`config.mk`:
```
export PLATFORM = sky130hd
export DESIGN_NAME = router_sync_nport
export DESIGN_NICKNAME = d
export VERILOG_FILES = /design/src/rtl/router_sync_nport.sv
export SDC_FILE = /design/constraint.sdc
export NUM_CORES = 1
export LEC_CHECK = 0
export ABC_AREA = 1
export CAP_MARGIN = 5
export CORE_UTILIZATION = 43
export CTS_CLUSTER_SIZE = 28
export DETAILED_ROUTE_END_ITERATION = 7
export HOLD_SLACK_MARGIN = 0.15
export PLACE_DENSITY = 0.74
export REMOVE_ABC_BUFFERS = 1
export SETUP_SLACK_MARGIN = 0.3
export SLEW_MARGIN = 20
export SYNTH_ARGS = -nofsm -noshare
export SYNTH_HDL_FRONTEND = slang
export SYNTH_SLANG_ARGS = --single-unit
```
`constraint.sdc`:
```
create_clock -name clock -period 0.9 [get_ports clock]
set_input_delay 0.18 -clock clock [delete_from_list [all_inputs] [get_ports clock]]
set_output_delay 0.18 -clock clock [all_outputs]
set_load 0.03 [all_outputs]
```
`src/rtl/router_sync_nport.sv`:
```
// router_sync_nport: synchroniser between the router FSM/register block and
// NUM_PORTS output FIFOs.
//   clock, resetn           : rising-edge clock, synchronous active-low reset
//   detect_add, data_in     : header strobe and destination address to latch
//   write_enb_reg           : FSM request to write the current byte
//   read_enb, empty, full   : per-port FIFO status from the output side
//   vld_out                 : per-port data valid (~empty), combinational
//   write_enb               : registered one-hot FIFO write enable
//   fifo_full               : registered full flag of the addressed FIFO
//   soft_reset              : registered one-cycle pulse per stalled FIFO
//   addr_err                : registered one-cycle pulse on out-of-range header

// Per-port stall timer. It counts edges where the port holds data that is not
// being read. It fires a single-cycle pulse on the TIMEOUT-th consecutive
// stalled edge and then starts a fresh window.
module router_sync_tmr #(
  parameter int TIMEOUT = 30,
  parameter int CNT_W   = 5
) (
  input  logic clock,
  input  logic resetn,
  input  logic vld,
  input  logic rd,
  output logic soft_reset
);
  localparam logic [CNT_W-1:0] CNT_LAST = CNT_W'(TIMEOUT - 1);

  logic [CNT_W-1:0] cnt;

  always_ff @(posedge clock) begin
    if (!resetn) begin
      cnt        <= '0;
      soft_reset <= 1'b0;
    end else if (!vld || rd) begin
      cnt        <= '0;
      soft_reset <= 1'b0;
    end else if (cnt == CNT_LAST) begin
      cnt        <= '0;
      soft_reset <= 1'b1;
    end else begin
      cnt        <= cnt + 1'b1;
      soft_reset <= 1'b0;
    end
  end
endmodule

module router_sync_nport #(
  parameter int NUM_PORTS = 3,
  parameter int ADDR_W    = 2,
  parameter int TIMEOUT   = 30,
  parameter int CNT_W     = 5
) (
  input  logic                 clock,
  input  logic                 resetn,
  input  logic                 detect_add,
  input  logic [ADDR_W-1:0]    data_in,
  input  logic                 write_enb_reg,
  input  logic [NUM_PORTS-1:0] read_enb,
  input  logic [NUM_PORTS-1:0] empty,
  input  logic [NUM_PORTS-1:0] full,
  output logic [NUM_PORTS-1:0] vld_out,
  output logic [NUM_PORTS-1:0] write_enb,
  output logic                 fifo_full,
  output logic [NUM_PORTS-1:0] soft_reset,
  output logic                 addr_err
);
  // One extra bit so NUM_PORTS == 2**ADDR_W is representable.
  localparam logic [ADDR_W:0] NP_EXT = (ADDR_W + 1)'(NUM_PORTS);

  logic [ADDR_W-1:0]    addr_q;
  logic [NUM_PORTS-1:0] addr_dec;
  logic                 addr_bad;

  // One-hot decode of the latched address. An out-of-range address matches no
  // port, so it gives write_enb = 0 and fifo_full = 0 without an extra compare.
  always_comb begin
    addr_dec = '0;
    for (int i = 0; i < NUM_PORTS; i++)
      addr_dec[i] = (addr_q == ADDR_W'(i));
  end

  assign addr_bad = detect_add && ({1'b0, data_in} >= NP_EXT);
  assign vld_out  = ~empty;

  // Outputs decode addr_q as it stood before this edge. A new header is
  // therefore used from the following edge onward.
  always_ff @(posedge clock) begin
    if (!resetn) begin
      addr_q    <= '0;
      write_enb <= '0;
      fifo_full <= 1'b0;
      addr_err  <= 1'b0;
    end else begin
      if (detect_add) addr_q <= data_in;
      write_enb <= write_enb_reg ? addr_dec : '0;
      fifo_full <= |(full & addr_dec);
      addr_err  <= addr_bad;
    end
  end

  for (genvar g = 0; g < NUM_PORTS; g++) begin : g_port
    router_sync_tmr #(.TIMEOUT(TIMEOUT), .CNT_W(CNT_W)) u_tmr (
      .clock      (clock),
      .resetn     (resetn),
      .vld        (vld_out[g]),
      .rd         (read_enb[g]),
      .soft_reset (soft_reset[g])
    );
  end
endmodule

```
# Yosys cells after proc, flatten, opt, wreduce, memory -nomap -nowiden
# Cells that the tools add are included.
[word_totals] register_bits=25 input_bits=15 out_inout_bits=11
[op_classes] addsub=3 magnitude_cmp=1 eq_ne=5 mux=3 bitwise_logic=3 reduce_logical=16
[op_table] cell="5-bit by 1-bit adder with 5-bit output (second input constant)" n=3
[op_table] cell="5-bit equality test (second input constant)" n=3
[op_table] cell="3-bit OR reduction" n=4
[op_table] cell="2-bit OR reduction" n=3
[op_table] cell="3-bit bitwise AND" n=1
[op_table] cell="1-bit logical NOT" n=3
[op_table] cell="1-bit logical OR" n=3
[op_table] cell="1-bit 2-to-1 mux" n=3
[op_table] cell="3-bit NOT" n=1
[op_table] cell="2-bit by 1-bit equality test with 1-bit output (second input constant)" n=1
[op_table] cell="2-bit equality test (second input constant)" n=1
[op_table] cell="2-bit greater-or-equal comparator (second input constant)" n=1
[op_table] cell="2-bit logical NOT" n=1
[op_table] cell="2-bit AND reduction" n=1
[op_table] cell="1-bit logical AND" n=1
[op_table] cell="1-bit NOT" n=1

# Depth between registers and ports, before layout
# Gate-level depths: netlist of run 1.
[logic_depth] ltp_word=4 depth_mapped=7

# By module
# A second synthesis of run 1 with hierarchy kept.
[unflattened] hier_cells=132 hier_area_um2=1042.2
[by_module_without_submodules] mod="router_sync_tmr" instances=3 cells_per_inst=34 area_per_inst_um2=266.5 seq_area_each_um2=120.1
[by_module_without_submodules] mod="router_sync_nport" instances=1 cells_per_inst=30 area_per_inst_um2=242.7 seq_area_each_um2=140.1

# Worst setup path after synthesis of run 1
# No wires, ideal clock.
[synth_timing] path_type="reg-to-reg" from="register g_port[2].u_tmr.cnt[0]" to="register g_port[2].u_tmr.cnt[4]" t_arrival_ns=0.821 t_required_ns=0.787 slack_ns=-0.034 path_stages_with_launch=7 n_path_buf=0 path_cell_list="dfxtp_1 -> ha_1 -> nand2_1 -> nor2_2 -> inv_1 -> nand2_2 -> nor2_1"
[synth_between] elab_chain_cells=2 word_cells_on_any_way=3 cone_classes="add/sub (1); eq/ne (1); reduce/logical (1)"
[synth_rtl] item="start, declared" line_no="28" text="logic [CNT_W-1:0] cnt;"
[synth_rtl] item="start signal, assigned" line_no="41" text="cnt <= cnt + 1'b1;"
[synth_rtl] item="parallel branches: the longest is 2 deep, another holds 5-bit by 1-bit adder with 5-bit output"
# Several ways; the timed one is not identified.
# A chain may end at the register's enable or synchronous reset.

# Final worst setup path of run 1
[layout_timing] from="register g_port[2].u_tmr.cnt[1]" to="register g_port[2].u_tmr.cnt[2]"
# The elaborated chain is that of the path after synthesis.

==> results.md, run 1 <==
Global route:
- The first global-routing pass estimated ~3.8 mm of wire.
- Entering global routing, the biggest net connects 14 pins.
- For this run, the total global-route usage over all layers was measured as a little under 20%.
- The initial antenna violation count is 0.
- The total overflow reported by the global router is 0.
- The number of global-route vias before repair came to approximately 1000.

STA:
- The transition time at the pin with the least slew margin is about 210 ps.
- The share of the cycle needed by the critical path after routing is 111%.
- Setup repair after global routing could not meet its margin everywhere.
- The final clock skew is approximately 2.9 ps.
- For the final routed database, the setup TNS stands at -1600 ps.
- The final count of hold timing violations came to 0.
- The routed design could run at a clock period as short as approximately 1000 ps.
- Setup violations remaining at the end of the flow were counted as 25.
- The worst-case setup margin in the final layout is -98.7 ps.
- The number of max-slew violations in the final report is 0.
- The tightest slew margin relative to the limit is a little under nine tenths.
- Based on the critical path, the design can be clocked at up to approximately 1000 MHz.

Route:
- The overall via count from detail_route is around 960.
- The antenna violation net count after detailed routing is 0.
- In the routed design, unresolved DRC markers number 0.
- The total iterations of the first detailed-routing run is 4.
- The final wirelength is roughly 2.4 mm.
- The via-per-instance ratio is around 4.8.
- The number of violations reported at the end of detailed-routing iteration 0 is 10.
- Dividing the detail-routed wire length by the instance count gives roughly 12 um.

Layout:
- The area growth from synthesis to layout is 58.7%.
- The share of layout cells above drive strength 1 is 51.1%.
- The count of inserted antenna diode cells is 0.
- The number of nets in the layout is a little under 200.
- The layout has 166 filler cells.
- The area of combinational cells with multiple inputs is around 550 um^2.
- The utilization after layout is around 74%.
- The number of flip-flops in the largest register is 15.
- The number of standard cells in the layout, taps in and fillers out is 202.
- The sequential cell area is around 540 um^2.

Floorplanning:
- The area of the core region is ~2300 um^2.
- The effective utilization at floorplan is between 40% and 50%.
- In this run the horizontal extent of the chip is roughly 50 um.
- The standard-cell row count is 17.
- The floorplan step set the die height to between 50 and 60 um.
- The number of primary I/O pins is 26.
- The die outline area is 2650 um^2.

Clock network:
- The clock root buffer is clkbuf_4.
- Buffers inserted during clock tree synthesis total 3.
- The insertion delay of the later-clocked pin in the worst-skew pair is between 300 and 400 ps.
- Counting along the longest clock path gives a buffer depth of 2.
- After clock tree synthesis, the clock-pin slew on the worst setup and hold paths is roughly 120 ps.
- The TritonCTS clock tree is done.
- The number of clock sinks seen by CTS is 25.
- CTS built an H-tree with a depth of 1.

Yosys:
- The post-synthesis compound-gate area fraction is 2.37%.
- Yosys printed 0 warnings.
- After Yosys synthesis, XOR and XNOR cells account for under 10% of the synthesized area.
- The main combinational cell family by area after synthesis is simple AND/OR/NAND/NOR gates.
- The sequential area share after synthesis is a little under half.
- The mux share of post-synthesis cell area is 0%.
- Synthesis produced a netlist whose cell count is ~130.
- The number of different library cells used by synthesis comes to 16.
- The synthesized design contains 25 register bits.
- Dividing the synthesized area by the synthesized cell count gives between 8 and 9 um^2.
- The post-synthesis adder-cell area fraction is under 10%.
- The share of synthesized cell area in and, or, nand and nor gates is 29.2%.
- The cell area after technology mapping is about 1100 um^2.

Power and ir drop:
- The leakage power of the design is 0.000701 uW.
- The maximum VDD drop is approximately 1.1 mV.
- In this run the power density over the cells is approximately 1200 nW/um^2.
- The total chip power is just under 2000 uW.

Critical path:
- STA puts the critical path data arrival time at 1220 ps.
- The maximum fanout count along the critical path is 4.
- The critical setup path kind is reg -> reg.
- The kind of end point of the critical path is a register.
- STA classifies the critical path startpoint as a register.
- The data required time of the worst path is roughly 1100 ps.

Placement:
- Routability-driven placement finished with a final weighted congestion of 0.735.
- The number of buffer cells added on primary ports is 25.
- The total instance count after detailed placement is between 150 and 200.
- Detailed placement ended at an HPWL of about 1.6 mm.

Status:
- The run finished, with violations left.
- The final reports fail on negative setup slack.

Worst hold path:
- The path class of the tightest hold or removal check is in -> reg.

Job:
- The reported max-cap violation count is 0.
[cells by family (layout without fill, tap and decap cells)]
family / count (synthesis) / in the layout
buf+inv: 26 / 69
compound gates: 4 / 4
simple gates: 67 / 67
fa+ha+maj: 6 / 6
flops: 25 / 25
xor+xnor: 3 / 3
[through the flow]
stage	setup slack, ps	area (um^2)	hold WS, ps
4_1_cts	-72.4	1620	144
6_report	-98.7	1670	187
2_1_floorplan	-33.8	1010	259
3_5_place_dp	-306	1340	453
3_3_place_gp	-279	1340	451
5_1_grt	-177	1670	186
[final timing paths]
| check | start | end | slack, ps | depth (start not counted) |
|---|---|---|---|---|
| worst max-delay path | g_port[2].u_tmr.cnt[1]$_SDFF_PP0_ | g_port[2].u_tmr.cnt[2]$_SDFF_PP0_ | -100 | 7 |
| worst min-delay path | empty[2] | g_port[2].u_tmr.soft_reset$_SDFF_PP0_ | 190 | 4 |
| worst max register to register | g_port[2].u_tmr.cnt[1]$_SDFF_PP0_ | g_port[2].u_tmr.cnt[2]$_SDFF_PP0_ | -100 | 7 |
| worst min register to register | g_port[2].u_tmr.cnt[0]$_SDFF_PP0_ | g_port[2].u_tmr.cnt[0]$_SDFF_PP0_ | 480 | 1 |
[what timing repair did]
action	CTS	global route
pin swaps	12	5
endpoints found under the hold margin	1	1
endpoints found under the setup margin	36	36
resized for setup	82	13
buffers inserted	10	1
[final cells by class]
class                           instances  share of cell area, %
Clock buffer                            4                   1.57
Inverter                               20                   5.08
Multi-Input combinational cell         80                   33.1
Sequential cell                        25                   32.1
Tap cell                               28                   2.09
Timing Repair Buffer                   45                   26.1
[worst max-delay path, stage by stage (launching register included)]
cell and delay, ps:
dfxtp_4 380, inv_2 70, ha_4 120, nand2_2 40, nor2_2 90, inv_1 70
nand2_2 90, nor2_1 40
[synthesized netlist by cell type, drive strengths merged]
| master | instances | share of area (%) |
|---|---|---|
| xnor2 | 3 | 2.5 |
| o21a | 1 | 0.71 |
| a21oi | 1 | 0.47 |
| dfxtp | 25 | 47 |
| o21ai | 1 | 0.47 |
| buf | 6 | 4.3 |
| nand4 | 8 | 4.7 |
| o21bai | 1 | 0.71 |
| ha | 6 | 7.1 |
| inv | 20 | 7.1 |
| nor3 | 6 | 2.8 |
| nand2 | 23 | 9.1 |
| nand3 | 9 | 4.3 |
| nor2 | 21 | 8.2 |
[cell usage in the layout, fill, tap and decap left out, drive strengths merged]
| cell type | netlist | final |
|---|---|---|
| buf | 6 | 34 |
| dfxtp | 25 | 25 |
| nand2 | 23 | 23 |
| nor2 | 21 | 21 |
| inv | 20 | 20 |
| nand3 | 9 | 9 |
| nand4 | 8 | 8 |
| clkdlybuf4s50 | 0 | 8 |
| nor3 | 6 | 6 |
| ha | 6 | 6 |
| clkbuf | 0 | 4 |
| xnor2 | 3 | 3 |
| dlygate4sd2 | 0 | 3 |
| o21bai | 1 | 1 |
| o21ai | 1 | 1 |
| a21oi | 1 | 1 |
| o21a | 1 | 1 |
[routing by layer]
metal  share of wire [%]  track usage (%)
met4                 2.0             8.56
met1                  36             18.8
met3                 2.0             5.56
met5                   0                0
met2                  59             37.7
[power by group]
part / total (uW) / internal (uW) / leakage [uW] / switching [uW]
clock: 486 / 173 / 0.0000150 / 312
sequential: 1150 / 1120 / 0.000212 / 26.9
combinational: 307 / 169 / 0.000474 / 138
No activity file was read; power rests on OpenSTA's default activity.
==> inputs of run 2 (changes only) <==
ABC_AREA = 0   (was 1)
CORE_UTILIZATION = 42   (was 43)
PLACE_DENSITY = 0.73   (was 0.74)
==> run 2 against run 1 <==
Net effect:
- the run still ends with negative setup slack left
- die area shrank 3.2%
- hold slack lost 65 ps
- non-clock buffer count shrank 11
- routed wire length shrank 23%
- maximum frequency grew 0.69%
- combinational power shrank 17%
- final area shrank 9.6%
- power shrank 3.1%
- first-iteration DRC count shrank 50%
- via count shrank 22%
- largest cell class is now registers
- highest routed layer unchanged
==> results.md, run 2 <==
Power and ir drop:
- The sequential cell fraction of total power is 60.6% (was 59.1%).
- The leakage power of the design is 0.000567 uW (was 0.000701 uW).
- The switching power of the nets is 448 uW (was 478 uW).
- The combinational share of power is 13.5% (was 15.8%).
- The fraction of power consumed by the clock network is 25.9% (was 25.0%).
- The net switching share of the total power is 23.8% (was 24.6%).
- The power density of the placed cells came to 1240 nW/um^2 (was 1160 nW/um^2).
- The internal power came to 1430 uW (was 1460 uW).
- The maximum VDD drop is 1.04 mV (was 1.15 mV).
- The total chip power is 1880 uW (was 1940 uW).

Route:
- The final wirelength is 1.86 mm (was 2.41 mm).
- The number of design rule violations left after detail routing came to 0 (unchanged).
- The via-per-instance ratio came to 4.76 (was 4.77).
- The overall via count from detail_route is 752 (was 964).
- The total iterations of the first detailed-routing run is 2 (was 4).
- The antenna violation net count after detailed routing is 0 (unchanged).
- The average wire per cell in the routed design is 11.8 um (was 11.9 um).
- The number of violations reported at the end of detailed-routing iteration 0 was 5 (was 10).

Critical path:
- The cell depth of the worst flop-to-flop path is 4 (was 7).
- The endpoint of the worst register-to-register path is g_port[2].u_tmr.cnt[4]$_SDFF_PP0_ (was g_port[2].u_tmr.cnt[2]$_SDFF_PP0_).
- The critical setup path kind is reg -> reg (unchanged).
- The maximum fanout count along the critical path is 3 (was 4).
- The kind of end point of the critical path is a register (unchanged).
- The critical path startpoint category is a register (unchanged).
- The flop-to-flop setup slack is -90 ps (was -100 ps).
- The origin of the critical flop-to-flop path is g_port[2].u_tmr.cnt[0]$_SDFF_PP0_ (was g_port[2].u_tmr.cnt[1]$_SDFF_PP0_).
- The data arrival time at the worst-slack endpoint is 1210 ps (was 1220 ps).
- The data required time of the worst path is 1120 ps (about the same).

Layout:
- Most frequent cells in the layout: 14 x nor2_1, 14 x buf_6, 9 x dfxtp_2, 9 x dfxtp_1, 9 x clkdlybuf4s50_1 (was 18 x buf_6, 17 x nand2_1, 16 x nor2_1).
- The utilization after layout is 67.7% (was 74.3%).
- The count of inserted antenna diode cells came to 0 (unchanged).
- The area growth from synthesis to layout is 51.9% (was 58.7%).
- The share of layout cells above drive strength 1 is 52.3% (was 51.1%).
- The final-layout fill cell count is 188 (was 166).
- The number of nets in the layout is 152 (was 196).
- The sequential cell area was 538 um^2 (was 537 um^2).
- The area of combinational cells with multiple inputs came to 529 um^2 (was 554 um^2).
- The number of flip-flops in the largest register is 15 (unchanged).
- The area of all placed cells without fillers was 1510 um^2 (was 1670 um^2).

Global route:
- The global-route wire length before repair is 3.19 mm (was 3.84 mm).
- The largest net degree at the start of global routing came to 15 (was 14).
- The number of global-route vias before repair came to 761 (was 1023).
- The global-route usage over all layers came to 17.3% (was 19.5%).
- The initial antenna violation count is 0 (unchanged).
- The total overflow reported by the global router was 0 (unchanged).

Clock network:
- The number of clock sinks seen by CTS came to 25 (unchanged).
- The clock root buffer is clkbuf_4 (unchanged).
- The CTS H-tree depth came to 1 (unchanged).
- The buffer depth of the longest clock path is 2 (unchanged).
- The insertion delay of the later-clocked pin in the worst-skew pair was 310 ps (about the same).
- The number of buffers created by CTS was 3 (unchanged).
- The clock-pin slew on the worst setup and hold paths was 130 ps (was 120 ps).
- The TritonCTS clock tree is done (unchanged).

Floorplanning:
- The standard-cell row count was 17 (unchanged).
- The die outline area was 2570 um^2 (was 2650 um^2).
- The chip height is 50.7 um (was 51.5 um).
- The number of primary I/O pins is 26 (unchanged).
- The effective utilization at floorplan is 44.6% (was 46.8%).
- The area of the core region is 2230 um^2 (was 2250 um^2).
- The die outline width was 50.7 um (was 51.5 um).

Yosys:
- The per-instance average area after synthesis is 10.2 um^2 (was 8.05 um^2).
- The post-synthesis compound-gate area fraction was 0.503% (was 2.37%).
- The number of storage elements in the synthesis netlist is 25 (unchanged).
- The number of warnings reported in the yosys synthesis log came to 0 (unchanged).
- The post-synthesis adder-cell area fraction is 7.54% (was 7.12%).
- The most common cell in the netlist is dfxtp_1 (unchanged).
- The library cell occupying the most area in the post-synthesis netlist is dfxtp_1 (unchanged).
- The area share of the largest cell type after synthesis is 50.3% (was 47.4%).
- The share of synthesized cell area in and, or, nand and nor gates is 24.0% (was 29.2%).
- The mux share of post-synthesis cell area is 3.02% (was 0%).
- The number of synthesized flops with an enable pin was 0 (unchanged).
- Ranking of synthesized cells by instance count: 25 x dfxtp_1, 15 x nor2_1 (was 25 x dfxtp_1, 20 x inv_1, 19 x nand2_1).
- The most instantiated flip-flop cell in the synthesis netlist is dfxtp_1 (unchanged).
- The synthesized instance count was 98 (was 131).
- The main combinational cell family by area after synthesis was simple AND/OR/NAND/NOR gates (unchanged).
- The parity-gate share of the synthesized area counting xor and xnor cells is 7.91% (was 2.49%).
- The cell area after technology mapping came to 996 um^2 (was 1050 um^2).
- The fraction of registers with async set or reset after synthesis was 0% (unchanged).
- The sequential area share after synthesis is 50.3% (was 47.4%).
- Synth top area cells: dfxtp_1 50%, ha_1 7.5%, nor2_1 5.7% (was dfxtp_1 47%, ha_1 7.1%, inv_1 7.1%).
- The number of different library cells in the post-synthesis netlist is 20 (was 16).

Placement:
- The final weighted congestion of routability-driven global placement is 0.738 (was 0.735).
- The detailed placement HPWL came to 1.23 mm (was 1.56 mm).
- The number of buffer cells added on primary ports is 25 (unchanged).
- The instance area at placement came to 1240 um^2 (was 1340 um^2).

STA:
- The number of max-slew violations in the final report is 0 (unchanged).
- The share of the cycle needed by the critical path after routing is 110% (was 111%).
- The worst-case setup margin in the final layout is -91.8 ps (was -98.7 ps).
- The maximum clock rate is 1010 MHz (was 1000 MHz).
- The post-layout minimum cycle time is 992 ps (was 999 ps).
- The final clock skew is 6.67 ps (was 2.90 ps).
- The transition time at the pin with the least slew margin is 248 ps (was 212 ps).
- The final count of hold timing violations was 0 (unchanged).
- The number of endpoints failing setup at the final stage is 25 (unchanged).
- The tightest slew margin relative to the limit was 83.5% (was 85.9%).
- RSZ-0062 raised after global routing: true (unchanged).

Status:
- Failing checks: negative setup slack (unchanged).
- Outcome: finished, violations left (unchanged).

Worst hold path:
- The hold path startpoint is empty[1] (was empty[2]).
- The hold path depth is 3 (was 4).
- The worst min-delay path class is in -> reg (unchanged).
- The hold path endpoint is g_port[1].u_tmr.soft_reset$_SDFF_PP0_ (was g_port[2].u_tmr.soft_reset$_SDFF_PP0_).

Job:
- The reported max-cap violation count is 0 (unchanged).
## run 2: cell count changes in the layout (fill, tap and decap cells not counted), moves of 3 or more
| cell | before | now |
|---|---|---|
| nand2_1 | 17 | 0 |
| inv_1 | 12 | 0 |
| buf_4 | 15 | 7 |
| xor2_1 | 0 | 6 |
| nand4_1 | 8 | 3 |
| nor2b_1 | 0 | 5 |
| buf_6 | 18 | 14 |
| nor2_2 | 5 | 1 |
| nor3b_2 | 0 | 4 |
| inv_4 | 4 | 1 |
| mux2i_1 | 0 | 3 |
| nor3_2 | 4 | 1 |
## run 2: final cells by class
class                      count  share of cell area [%]
tap                           28                    2.32
clock buffer                   3                    1.49
inverter                       6                    2.32
sequential                    25                    35.6
multi-input combinational     61                    35.0
clock inverter                 1                   0.331
timing repair buffer          34                    23.0
## run 2: worst max path at each step
stage / startpoint / to / slack, ps
4_1_cts: g_port[1].u_tmr.soft_reset$_SDFF_PP0_ / soft_reset[1] / -90
6_report: g_port[2].u_tmr.cnt[0]$_SDFF_PP0_ / g_port[2].u_tmr.cnt[4]$_SDFF_PP0_ / -90
2_1_floorplan: g_port[1].u_tmr.cnt[0]$_SDFF_PP0_ / g_port[1].u_tmr.cnt[4]$_SDFF_PP0_ / -10
3_5_place_dp: resetn / g_port[2].u_tmr.cnt[2]$_SDFF_PP0_ / -430
5_1_grt: g_port[1].u_tmr.cnt[1]$_SDFF_PP0_ / g_port[1].u_tmr.cnt[0]$_SDFF_PP0_ / -140
3_3_place_gp: resetn / g_port[2].u_tmr.cnt[3]$_SDFF_PP0_ / -400
## run 2: per-layer routing
metal / vias to the layer above / GRT usage [%] / wire [um]
li1: 379 / - / -
met1: 350 / 16.9 / 730
met2: 18 / 32.9 / 1010
met3: 5 / 5.76 / 92
met4: 0 / 6.94 / 30
met5: - / 0 / 0
## run 2: kinds of logic (layout without fill, tap and decap cells)
kind of cell             Yosys count  in the layout
AO/OA/AOI/OAI                      1              1
XOR/XNOR                           9              9
adder cells (fa/ha/maj)            6              6
buffers and inverters             12             44
flip-flops                        25             25
multiplexers                       3              3
AND/OR/NAND/NOR                   42             42
## run 2: worst max-delay path, cell delays in order, from the launching register on
cell,delay (ps)
dfxtp_4,390
ha_2,200
nand3_1,90
xor2_1,160
nor2_1,60
## run 2: timing repair
item | CTS | global route
pin swaps | 12 | 1
hold endpoints to repair | 6 | 1
resized for setup | 74 | 12
buffers inserted | 5 | 0
setup endpoints to repair | 36 | 35
## run 2: metrics by stage
stage | instances | hold slack (ps) | TNS [ps] | setup slack [ps]
2_1_floorplan | 92 | 302 | -25.5 | -12.8
3_3_place_gp | 149 | 496 | -8630 | -397
3_5_place_dp | 149 | 508 | -8860 | -432
4_1_cts | 158 | 94.2 | -1410 | -89.9
5_1_grt | 158 | 101 | -2850 | -142
6_report | 158 | 123 | -1440 | -91.8
## run 2: power groups by stage
stage                     combinational, uW  clock [uW]  sequential (uW)
after global routing                    273         574             1140
after CTS                               248         525             1150
final                                   254         487             1140
after floorplan                        65.1           0             1190
after detailed placement                203           0             1170
after global placement                  200           0             1170
==> inputs of run 3 (changes only) <==
SLEW_MARGIN = 5   (was 20)
==> results of run 3 <==
Final layout, timing and power as in run 2 (identical DEF).
